--- src/rtl/fifo_axis_drain.sv ---
// FIFO read port to framed AXI-stream master; one word is held back so TLAST can be attached.
// Optional idle-timeout packet close is enabled by defining FIFO_DRAIN_TIMEOUT_EN.
module fifo_axis_drain #(
  parameter int BW        = 8,
  parameter int LGPKT     = 4,
  parameter int LGTIMEOUT = 8
) (
  input  logic          i_clk,
  input  logic          i_reset_n,
  output logic          o_fifo_rd,
  input  logic          i_fifo_empty,
  input  logic [BW-1:0] i_fifo_data,
  input  logic          i_flush,
  output logic          o_valid,
  input  logic          i_ready,
  output logic [BW-1:0] o_data,
  output logic          o_last
);

  // State encoding doubles as the flags: bit 1 = output valid, bit 0 = hold valid.
  typedef enum logic [1:0] {
    S_EMPTY       = 2'b00,
    S_HOLD        = 2'b01,
    S_STREAM      = 2'b10,
    S_STREAM_HOLD = 2'b11
  } state_t;

  localparam logic [LGPKT-1:0] PKT_LAST = {LGPKT{1'b1}};

  state_t            r_state;
  state_t            w_state_nxt;
  logic [BW-1:0]     r_h_data;
  logic [BW-1:0]     r_o_data;
  logic              r_o_last;
  logic [LGPKT-1:0]  r_beat_cnt;
  logic              r_flush_pend;

  logic w_h_valid;
  logic w_o_valid;
  logic w_out_free;
  logic w_close;
  logic w_move;
  logic w_pop;
  logic w_timeout_hit;
  logic w_h_nxt;
  logic w_o_nxt;

  assign w_h_valid  = r_state[0];
  assign w_o_valid  = r_state[1];
  assign w_out_free = !w_o_valid || i_ready;
  assign w_close    = (r_beat_cnt == PKT_LAST) || r_flush_pend || i_flush || w_timeout_hit;
  // A held word only leaves without a successor when it must close the packet.
  assign w_move     = w_h_valid && w_out_free && (!i_fifo_empty || w_close);
  assign w_pop      = !i_fifo_empty && (!w_h_valid || w_move);
  assign o_fifo_rd  = w_pop && i_reset_n;

  assign o_valid = w_o_valid;
  assign o_data  = r_o_data;
  assign o_last  = r_o_last;

  // State register.
  always_ff @(posedge i_clk or negedge i_reset_n) begin
    if (!i_reset_n) begin
      r_state <= S_EMPTY;
    end else begin
      r_state <= w_state_nxt;
    end
  end

  // Next-state decode from the pop/move actions.
  always_comb begin
    w_h_nxt     = w_h_valid;
    w_o_nxt     = w_o_valid;
    w_state_nxt = r_state;
    if (w_pop) begin
      w_h_nxt = 1'b1;
    end else if (w_move) begin
      w_h_nxt = 1'b0;
    end else begin
      w_h_nxt = w_h_valid;
    end
    if (w_move) begin
      w_o_nxt = 1'b1;
    end else if (i_ready) begin
      w_o_nxt = 1'b0;
    end else begin
      w_o_nxt = w_o_valid;
    end
    case ({w_o_nxt, w_h_nxt})
      2'b00:   w_state_nxt = S_EMPTY;
      2'b01:   w_state_nxt = S_HOLD;
      2'b10:   w_state_nxt = S_STREAM;
      2'b11:   w_state_nxt = S_STREAM_HOLD;
      default: w_state_nxt = S_EMPTY;
    endcase
  end

  // Hold/output data, packet beat counter and retained flush request.
  always_ff @(posedge i_clk or negedge i_reset_n) begin
    if (!i_reset_n) begin
      r_h_data     <= {BW{1'b0}};
      r_o_data     <= {BW{1'b0}};
      r_o_last     <= 1'b0;
      r_beat_cnt   <= {LGPKT{1'b0}};
      r_flush_pend <= 1'b0;
    end else begin
      if (w_pop) begin
        r_h_data <= i_fifo_data;
      end
      if (w_move) begin
        r_o_data   <= r_h_data;
        r_o_last   <= w_close;
        r_beat_cnt <= w_close ? {LGPKT{1'b0}} : r_beat_cnt + {{(LGPKT-1){1'b0}}, 1'b1};
      end
      // With nothing held there is no open packet to close, so the request is dropped.
      if ((w_move && w_close) || !w_h_valid) begin
        r_flush_pend <= 1'b0;
      end else if (i_flush) begin
        r_flush_pend <= 1'b1;
      end
    end
  end

`ifdef FIFO_DRAIN_TIMEOUT_EN
  logic [LGTIMEOUT-1:0] r_idle_cnt;

  assign w_timeout_hit = (r_idle_cnt == {LGTIMEOUT{1'b1}});

  // Idle counter: cycles a word sits in the hold register with the FIFO drained.
  always_ff @(posedge i_clk or negedge i_reset_n) begin
    if (!i_reset_n) begin
      r_idle_cnt <= {LGTIMEOUT{1'b0}};
    end else if (w_move || !i_fifo_empty) begin
      r_idle_cnt <= {LGTIMEOUT{1'b0}};
    end else if (w_h_valid && !w_timeout_hit) begin
      r_idle_cnt <= r_idle_cnt + {{(LGTIMEOUT-1){1'b0}}, 1'b1};
    end
  end
`else
  assign w_timeout_hit = 1'b0;
`endif

endmodule

--- config.mk ---
export PLATFORM = sky130hd
export DESIGN_NAME = fifo_axis_drain
export DESIGN_NICKNAME = d
export VERILOG_FILES = /design/src/rtl/fifo_axis_drain.sv
export SDC_FILE = /design/constraint.sdc
export NUM_CORES = 1
export LEC_CHECK = 0
export CAP_MARGIN = 30
export CORE_MARGIN = 3
export CORE_UTILIZATION = 24
export DETAILED_ROUTE_END_ITERATION = 7
export GPL_TIMING_DRIVEN = 0
export PLACE_DENSITY = 0.45
export SYNTH_ARGS = -nofsm -noshare
export SYNTH_HDL_FRONTEND = slang
export SYNTH_SLANG_ARGS = --single-unit
--- constraint.sdc ---
create_clock -name i_clk -period 2.3 [get_ports i_clk]
set_input_delay 0.46 -clock i_clk [delete_from_list [all_inputs] [get_ports i_clk]]
set_output_delay 0.46 -clock i_clk [all_outputs]
set_load 0.005 [all_outputs]
# Yosys cells after proc, flatten, opt, wreduce, memory -nomap -nowiden
# Cells that the tools add are included.
totals:
  ff_bits: 24
  latchBits: 0
  ram_bits: 0
  rom_bits: 0
  out_inout_bits: 11
  elab_cells: 35
  n_memories: 0
op_classes:
  add_sub_neg: 1
  mul: 0
  div: 0
  n_lt_le_gt_ge: 0
  eq_ne: 4
  n_shift: 0
  mux: 8
  n_bitwise: 0
  n_reduce_logical: 16
op_table:
  columns: ["op", "count"]
  rows:
  - ["$pmux W2 S4", 1]
  - ["$logic_or A1 B1 Y1", 6]
  - ["$mux W1", 6]
  - ["$logic_and A1 B1 Y1", 5]
  - ["$add A4 B1 Y4 const B", 1]
  - ["$eq A2 B2 Y1 const B", 2]
  - ["$eq A4 B4 Y1 const B", 1]
  - ["$mux W4", 1]
  - ["$logic_not A1 Y1", 3]
  - ["$eq A2 B1 Y1 const B", 1]
  - ["$logic_not A2 Y1", 1]
  - ["$reduce_bool A2 Y1", 1]

# Depth between registers and ports, before layout
# Gate-level depths: netlist (run 1).
logic_depth:
  ltp_word: 10
  depth_mapped: 6
  depth_no_buf: 5

# Worst setup path before layout (run 1)
# Ideal clock, no wire load.
synth_timing:
  kind: "register to register"
  startpoint: "register r_beat_cnt[0]"
  endpoint: "register r_o_data[0], in the netlist o_data[0]"
  setup_ps: 125
  t_arrival_ps: 1615
  t_required_ps: 2175
  setup_slack_ps: 560
  stages_incl_launch_ff: 7
  n_path_buf: 1
  path_cell_list: "dfrtp_1 > ha_1 > a311oi_4 > nand2_4 > nand2b_4 > buf_12 > mux2_4"
synth_via:
  elab_chain_cells: 5
synth_lines:
  columns: ["element", "line_no", "source"]
  rows:
  - ["start: declaration", "35", "logic [LGPKT-1:0] r_beat_cnt;"]
  - ["start signal: assignment", "104", "r_beat_cnt <= {LGPKT{1'b0}};"]
  - ["start signal: assignment", "113", "r_beat_cnt <= w_close ? {LGPKT{1'b0}} : r_beat_cnt + {{(LGPKT-1){1'b0}}, 1'b1};"]
  - ["$eq A4 B4 Y1", "51", "assign w_close = (r_beat_cnt == PKT_LAST) || r_flush_pend || i_flush || w_timeout_hit;"]
  - ["$logic_or A1 B1 Y1 (2 in series)", "51", null]
  - ["$logic_or A1 B1 Y1", "53", "assign w_move = w_h_valid && w_out_free && (!i_fifo_empty || w_close);"]
  - ["$logic_and A1 B1 Y1", "53", null]
  - ["end signal: assignment", "102", "r_o_data <= {BW{1'b0}};"]
  - ["end signal: assignment", "111", "r_o_data <= r_h_data;"]
  - ["end: declaration", "33", "logic [BW-1:0] r_o_data;"]
# No other way between the ends.
# A chain may end at the register's enable or synchronous reset.

# Worst setup path in the final report (run 1)
layout_timing:
  startpoint: "input i_reset_n"
  endpoint: "output o_fifo_rd"
layout_via:
  elab_chain_cells: 1
layout_lines:
  columns: ["element", "line_no", "source"]
  rows:
  - ["start: declaration", "9", "input logic i_reset_n,"]
  - ["$logic_and A1 B1 Y1", "55", "assign o_fifo_rd = w_pop && i_reset_n;"]
  - ["end: declaration", "10", "output logic o_fifo_rd,"]
# No other way between the ends.

==> impl_metrics.yaml, run 1 <==
floorplan:
  fp.coreArea_um2: 4173
  start_util_pct: 26.09
  io_pins: 24
  row_count: 23
  die_w_um: 73.35
  dieHeight_um: 73.35
  die-area_um2: 5379
cts:
  cts_tree: "built"
  cts.sinks: 24
  clockBufferDepth: 2
  clockRootBuffer: "clkbuf_8"
  clk_latency_ns: 0.27
  cts_made_buffers: 3
  htreeDepth: 1
  ctsHoldBuffers: 0
  clk_pin_slew_ns: 0.09
worst_hold_path:
  holdCritPathClass: "input port to asynchronous set/reset pin"
worst_setup_path:
  r2r-start: "r_beat_cnt[0]$_DFFE_PN0P_"
  worstSetupPathType: "input port to output pin"
  worstSetupEndpointType: "output pin"
  critPathArrivalTime_ns: 1.72
  start_kind: "input port"
  worstPathMaxFanout: 20
  rr_worst_depth: 6
  cp.required_ns: 1.84
  reg2reg_to: "o_data[7]$_DFFE_PN0P_"
  r2r_slack_ns: 0.37
timing:
  relSlewSlack_pct: 71.28
  final.setup.tns_ns: 0
  skew_ns: 0.001424
  finalSetupViolCount: 0
  fmaxAchievable_mhz: 458.5
  rsz0062_at_grt: "false"
  min_period_ns: 2.181
  drv_slew: 0
  hold_viol: 0
  finalCritPeriodShare_pct: 94.82
  tightest_slew_ns: 0.4307
power:
  p_seq_share_pct: 43.8
  intPower_uw: 977.8
  p_sw_share_pct: 23.54
  power_uw: 1279
  power.leakage_uw: 0.0006560
  p_switching_uw: 301.0
  p_clk_share_pct: 29.3
  combPwrFrac_pct: 26.9
  vdd_drop_max_mv: 0.2639
  p_per_area_nw_per_um2: 867.7
logic_synthesis:
  seq_area_frac_synth_pct: 55.17
  syn_avg_cell_area_um2: 14.51
  synth_nets: 89
  async_flop_share_pct: 100.0
  synth_warnings: 0
  synthesis.area_um2: 1089
  ys_ff_latch: 24
  syn_inst: 75
  synthDistinctLibCells: 29
  synth_ff_type: "dfrtp_1"
  synth_edf_count: 0
cells_and_area:
  final_common_cell: "dfrtp_1"
  fillers: 409
  antenna_cells: 0
  final_nets: 118
  multi_input_area_um2: 455.4
  seqCellArea_um2: 600.6
  final_cell_mix: "24 x dfrtp_1, 20 x clkdlybuf4s50_1, 8 x mux2_4"
  drive_above_1_share_pct: 25.24
  area_delta_synth_final_pct: 35.40
route:
  drtPass1Iterations: 3
  dr_total_vias: 676
  vias_per_cell: 4.418
  drt_iter0_markers: 17
  ant_nets: 0
  routedWlPerCell_um: 14.33
  drc: 0
  finalWirelength_mm: 2.193
placement:
  portBuffers: 22
  routabilityCongestion: 0.6755
  dpl.hpwl_mm: 1.492
run_status:
  status: "completed"
flow_run:
  maxCapViolCount: 0
global_routing:
  antenna_found_initial: 0
  grt_max_degree: 21
  grt-ovfl-total: 0
  grt_pass1_wl_mm: 3.732
  grt.total_usage_pct: 9.101
  grt_pass1_vias: 737
==> logic make-up after synthesis <==
logic type	synth area share, %
mux	19.31
buf+inv	3.677
simple gates	10.92
flops	55.17
fa+ha+maj	1.149
compound gates	9.770
==> worst max-delay path, stage by stage <==
cell             delay (ns)
dlygate4sd2_1          0.38
buf_8                  0.24
and2_1                 0.14
clkdlybuf4s50_1        0.49
==> metal layers <==
layer	wire, µm	GRT usage, %	up-vias
met4	43	4.829	0
met2	1086	14.30	11
li1	-	-	323
met3	43	1.231	4
met1	1019	12.10	338
met5	0	0	-
==> per-stage QoR <==
stage / worst slack, ns / area, µm² / util [%] / hold slack (ns) / cells
after floorplan: 0.5596 / 1089 / - / 0.1644 / 75
after global placement: -0.6703 / 1371 / 32.86 / 0.4674 / 147
after detailed placement: -0.4317 / 1386 / 33.22 / 0.4758 / 148
after CTS: 0.02925 / 1471 / 35.26 / 0.1653 / 153
after global routing: 0.002834 / 1474 / 35.32 / 0.1727 / 153
final: 0.1191 / 1474 / 35.32 / 0.1672 / 153
==> final cells by class <==
| class | instances | share of cell area, % |
|---|---|---|
| buffer | 3 | 2.462 |
| tap | 50 | 4.244 |
| clock buffer | 3 | 2.801 |
| multi-input combinational | 47 | 30.90 |
| timing repair buffer | 24 | 16.55 |
| inverter | 1 | 0.2547 |
| sequential | 24 | 40.75 |
| clock inverter | 1 | 2.037 |
==> power by group through the flow <==
stage	registers, µW	logic [µW]	clock network [µW]
after floorplan	565	172	0
after global placement	563	341	0
after detailed placement	568	347	0
after CTS	561	353	391
after global routing	573	373	406
final	560	344	375
==> registers in the layout (all words and copies together), names as in the netlist <==
register,flops
o_last,1
r_flush_pend,1
r_h_data,8
o_data,8
r_beat_cnt,4
r_state,2
==> synthesized netlist by cell type, types with 2 or more instances <==
cell | n | share of area [%]
mux2_2 | 3 | 3.1
dfrtp_1 | 24 | 55
o21ai_0 | 3 | 1.4
nand2b_4 | 2 | 2.5
nand2_1 | 4 | 1.4
a21o_1 | 2 | 1.4
nor2_1 | 3 | 1.0
o21ai_1 | 2 | 0.92
mux2_1 | 5 | 5.2
mux2_4 | 8 | 11
==> worst max-delay path by stage <==
stage / endpoint / start / slack, ns / depth (start not counted)
floorplan: o_data[0]$_DFFE_PN0P_ / r_beat_cnt[0]$_DFFE_PN0P_ / 0.56 / 6
global placement: o_fifo_rd / i_reset_n / -0.67 / 3
detailed placement: o_fifo_rd / i_ready / -0.43 / 5
CTS: o_fifo_rd / i_ready / 0.03 / 5
global route: o_fifo_rd / i_reset_n / 0.003 / 4
finish: o_fifo_rd / i_reset_n / 0.12 / 4
==> repair_timing <==
action / CTS / global route
gates resized for setup: 2 / 1
setup endpoints to repair: 1 / 1
setup buffers: 1 / 0
pin swaps: 1 / 0
Note: power is estimated with default switching activity, not from simulation.
==> inputs of run 2 (changes only) <==
--- a/config.mk
+++ b/config.mk
@@ -10,5 +10,7 @@
 export CORE_UTILIZATION = 24
 export DETAILED_ROUTE_END_ITERATION = 7
+export GPL_ROUTABILITY_DRIVEN = 0
 export GPL_TIMING_DRIVEN = 0
+export MAX_ROUTING_LAYER = met4
 export PLACE_DENSITY = 0.45
 export SYNTH_ARGS = -nofsm -noshare
==> constraint.sdc (replaced) <==
create_clock -name i_clk -period 2.3 [get_ports i_clk]
set_input_delay 0.69 -clock i_clk [delete_from_list [all_inputs] [get_ports i_clk]]
set_output_delay 0.69 -clock i_clk [all_outputs]
set_load 0.005 [all_outputs]
==> run 2 against run 1 <==
Worst setup slack worse by 0.075 ns. Clock power is 1% higher. Maximum frequency fell by 3.3%. Critical path depth grew 1. Largest power group unchanged. Highest routed layer unchanged.
==> impl_metrics.yaml, run 2 (same netlist as run 1, synthesis figures left out) <==
route:
  finalWirelength_mm: 2.231
  dr_total_vias: 701
  drt_iter0_markers: 5
  drc: 0
  routedWlPerCell_um: 14.30
  drtPass1Iterations: 2
  vias_per_cell: 4.494
  ant_nets: 0
worst_setup_path:
  cp.required_ns: 1.61
  crit_chain: "dlygate4sd2_1 -> nor2b_4 -> a21oi_4 -> and2_1 -> dlygate4sd2_1"
  critPathMaxStageDelay_ns: 0.26
  critical_path.top_delay_family: "buffers and inverters"
  rr_worst_depth: 6
  r2r-start: "r_beat_cnt[0]$_DFFE_PN0P_"
  reg2reg_to: "o_data[7]$_DFFE_PN0P_"
  r2r_slack_ns: 0.38
  endpoint: "o_fifo_rd"
  path_buf_inv: 2
  worstSetupPathType: "input port to output pin"
  startpoint: "i_ready"
  start_kind: "input port"
  worstPathMaxFanout: 2
  path_depth: 5
  cp_common_cell: "dlygate4sd2_1"
  critPathArrivalTime_ns: 1.57
  worstSetupEndpointType: "output pin"
  crit_slowest_cell: "dlygate4sd2_1"
floorplan:
  dieHeight_um: 73.35
  start_util_pct: 26.09
  die-area_um2: 5379
  die_w_um: 73.35
  row_count: 23
  io_pins: 24
  fp.coreArea_um2: 4173
timing:
  finalSetupViolCount: 0
  finalCritPeriodShare_pct: 98.08
  skew_ns: 0.002179
  fmaxAchievable_mhz: 443.3
  setup_ws_ns: 0.04427
  tightest_slew_ns: 0.4328
  final.setup.tns_ns: 0
  min_period_ns: 2.256
  hold_viol: 0
  holdWs_ns: 0.2454
  relSlewSlack_pct: 71.15
  drv_slew: 0
cts:
  cts_tree: "built"
  cts_made_buffers: 3
  htreeDepth: 1
  clockRootBuffer: "clkbuf_8"
  clk_pin_slew_ns: 0.09
  ctsHoldBuffers: 0
  cts.sinks: 24
  clockBufferDepth: 2
  clk_latency_ns: 0.27
placement:
  dpl.hpwl_mm: 1.492
  portBuffers: 22
  dpl_worst_slack_ns: -0.8917
  dpl_cell_area_um2: 1386
cells_and_area:
  antenna_cells: 0
  utilization_pct: 36.37
  final_common_cell: "dfrtp_1"
  fillers: 406
  drive_above_1_share_pct: 28.30
  final_nets: 121
  final_cell_mix: "24 x dfrtp_1, 19 x clkdlybuf4s50_1, 8 x mux2_4"
  area_delta_synth_final_pct: 39.43
  final_area_um2: 1518
global_routing:
  antenna_found_initial: 0
  grt.total_usage_pct: 9.892
  grt_pass1_wl_mm: 3.939
  grt-ovfl-total: 0
  grt_max_degree: 15
  grt_pass1_vias: 769
run_status:
  status: "completed"
power:
  p_per_area_nw_per_um2: 852.3
  vdd_drop_max_mv: 0.2647
  power.leakage_uw: 0.0006819
worst_hold_path:
  holdCritPathClass: "input port to asynchronous set/reset pin"
flow_run:
  maxCapViolCount: 0
## run 2: through the flow
stage               cells  total power, µW
finish                156             1294
global route          156             1365
CTS                   155             1314
detailed placement    148            915.5
global placement      147            904.0
floorplan              75            737.0
## run 2: report_power, final
group / internal (µW) / switching, µW
Sequential: 508 / 51.0
Combinational: 247 / 109
Clock: 233 / 146
Total: 988 / 305
## run 2: worst register-to-register path, stage by stage (launching register included)
cell and delay (ns):
dfrtp_1 0.42, ha_1 0.28, a311oi_4 0.48, nand2_4 0.10, nand2b_4 0.09, buf_12 0.14, mux2_4 0.30
## run 2: how the worst min path moves through the flow
stage / slack (ns) / cells after the start / end / startpoint
5_1_grt: 0.24 / 1 / r_h_data[5]$_DFFE_PN0P_ / i_reset_n
3_3_place_gp: 0.47 / 1 / r_h_data[6]$_DFFE_PN0P_ / r_h_data[6]$_DFFE_PN0P_
2_1_floorplan: 0.39 / 0 / o_data[0]$_DFFE_PN0P_ / i_reset_n
4_1_cts: 0.24 / 1 / r_h_data[5]$_DFFE_PN0P_ / i_reset_n
3_5_place_dp: 0.48 / 1 / r_h_data[0]$_DFFE_PN0P_ / r_h_data[0]$_DFFE_PN0P_
6_report: 0.25 / 1 / o_last$_DFFE_PN0P_ / i_reset_n
## run 2: final cells by class
cell class / instances / area, µm² / area share, %
Inverter: 1 / 3.754 / 0.2473
Tap cell: 50 / 62.56 / 4.122
Clock buffer: 3 / 41.29 / 2.721
Timing Repair Buffer: 27 / 287.8 / 18.96
Sequential cell: 24 / 600.6 / 39.57
Buffer: 3 / 36.28 / 2.391
Clock inverter: 1 / 30.03 / 1.979
Multi-Input combinational cell: 47 / 455.4 / 30.01
## run 2: routing by layer
layer	track usage, %	wire [µm]	vias to the layer above
met4	4.829	55	0
li1	-	-	331
met2	14.70	1101	12
met1	13.28	1029	353
met5	-	0	-
met3	1.231	45	5
## run 2: timing repair
action / 4_1_cts / 5_1_grt
gates resized for setup: 9 / 0
endpoints found under the setup margin: 1 / 1
cloned: 1 / 0
pin swaps: 1 / 0
setup buffers: 2 / 1
==> inputs of run 3 (changes only) <==
- clock period: 2.3 -> 2.5 ns (I/O delays scaled with it)
==> run 3 against run 2 <==
Clock power fell by 8.2%. Non-clock buffer count fell by 1. Register-to-register slack improved by 0.20 ns. First-iteration DRC count rose by 20%. Flip-flop and latch count did not move. Critical endpoint unchanged. Largest power group unchanged.
==> impl_metrics.yaml, run 3 (same netlist as run 1, synthesis figures left out) <==
timing:
  relSlewSlack_pct: 71.15
  tightest_slew_ns: 0.4328
  holdWs_ns: 0.3068
  rsz0062_at_grt: "false"
  hold_viol: 0
  finalSetupViolCount: 0
  finalCritPeriodShare_pct: 94.96
  fmaxAchievable_mhz: 421.2
  drv_slew: 0
  skew_ns: 0.002374
  min_period_ns: 2.374
worst_setup_path:
  worstPathMaxFanout: 2
  cp_common_cell: "dlygate4sd2_1"
  worstSetupEndpointType: "output pin"
  worstSetupPathType: "input port to output pin"
  critPathMaxStageDelay_ns: 0.26
  crit_chain: "dlygate4sd2_1 -> nor2b_4 -> a21oi_4 -> and2_1 -> dlygate4sd2_1"
  startpoint: "i_ready"
  r2r-start: "r_beat_cnt[0]$_DFFE_PN0P_"
  start_kind: "input port"
  crit_slowest_cell: "dlygate4sd2_1"
  cp.required_ns: 1.75
  critPathArrivalTime_ns: 1.62
route:
  routedWlPerCell_um: 14.34
  drtPass1Iterations: 2
  drc: 0
  drt_iter0_markers: 6
  ant_nets: 0
  finalWirelength_mm: 2.223
  vias_per_cell: 4.497
  dr_total_vias: 697
cts:
  clockRootBuffer: "clkbuf_8"
  clk_pin_slew_ns: 0.09
  cts_made_buffers: 3
  clockBufferDepth: 2
  cts.sinks: 24
  cts_tree: "built"
  htreeDepth: 1
  clk_latency_ns: 0.27
floorplan:
  dieHeight_um: 73.35
  die-area_um2: 5379
  fp.coreArea_um2: 4173
  start_util_pct: 26.09
  row_count: 23
  io_pins: 24
  die_w_um: 73.35
power:
  power.leakage_uw: 0.0006769
  power_uw: 1188
  p_per_area_nw_per_um2: 786.4
  vdd_drop_max_mv: 0.2435
global_routing:
  grt_pass1_vias: 769
  grt-ovfl-total: 0
  grt.total_usage_pct: 9.892
  grt_max_degree: 15
  grt_pass1_wl_mm: 3.939
  antenna_found_initial: 0
cells_and_area:
  drive_above_1_share_pct: 27.62
  final_cell_mix: "24 x dfrtp_1, 19 x clkdlybuf4s50_1, 8 x mux2_4"
  area_delta_synth_final_pct: 38.74
  antenna_cells: 0
  final_nets: 120
  final_common_cell: "dfrtp_1"
  fillers: 408
placement:
  portBuffers: 22
  dpl.hpwl_mm: 1.492
worst_hold_path:
  holdCritPathClass: "input port to asynchronous set/reset pin"
flow_run:
  maxCapViolCount: 0
run_status:
  status: "completed"
-- run 3: changes by cell type in the layout (fill, tap and decap cells not counted), sizes merged --
cell	before	now
buf	8	7
-- run 3: where the power goes --
| group | switching, µW | internal, µW | leakage (µW) |
|---|---|---|---|
| clock | 134 | 214 | 0.0000357 |
| sequential | 46.9 | 467 | 0.000287 |
| combinational | 99.5 | 226 | 0.000354 |
| total | 280 | 907 | 0.000677 |
-- run 3: cell type report --
cell class | count | area, µm² | area share (%)
clock buffer | 3 | 41.29 | 2.734
clock inverter | 1 | 30.03 | 1.988
buffer | 3 | 36.28 | 2.403
multi-input combinational | 47 | 455.4 | 30.16
inverter | 1 | 3.754 | 0.2485
sequential | 24 | 600.6 | 39.77
tap | 50 | 62.56 | 4.142
timing repair buffer | 26 | 280.3 | 18.56
-- run 3: worst paths after layout --
kind	to	slack (ns)	cells after the start
min in group i_clk	r_h_data[0]$_DFFE_PN0P_	0.49	1
worst max-delay path	o_fifo_rd	0.13	5
max in group asynchronous	o_data[3]$_DFFE_PN0P_	1.74	2
worst max register to register	o_data[7]$_DFFE_PN0P_	0.58	6
worst min register to register	r_h_data[0]$_DFFE_PN0P_	0.49	1
worst min-delay path	o_last$_DFFE_PN0P_	0.31	1
-- run 3: worst max-delay path, delay by kind of cell --
family	cells	cell delay, ns
AOI/OAI and AO/OA	1	0.07
and+or+nand+nor	2	0.29
buffers and inverters	2	0.51
-- run 3: repair_timing --
item,4_1_cts,5_1_grt
resized for setup,9,0
setup endpoints to repair,1,0
hold buffers,0,0
setup buffers,2,0
-- run 3: through the flow --
| stage | TNS, ns | util, % | std cells | setup slack (ns) | area (µm²) |
|---|---|---|---|---|---|
| after floorplan | 0 | - | 75 | 0.3471 | 1089 |
| after global placement | -1.050 | 32.86 | 147 | -1.050 | 1371 |
| after detailed placement | -0.8117 | 33.22 | 148 | -0.8117 | 1386 |
| after CTS | 0 | 36.19 | 155 | 0.1134 | 1510 |
| after global routing | 0 | 36.19 | 155 | 0.07278 | 1510 |
| final | 0 | 36.19 | 155 | 0.1260 | 1510 |
-- run 3: metal layers --
layer,global-route usage (%),part of all wire (%),vias to the layer above
li1,-,-,328
met1,13.28,46,352
met2,14.70,49,12
met3,1.231,2.0,5
met4,4.829,2.5,0
met5,-,0,-
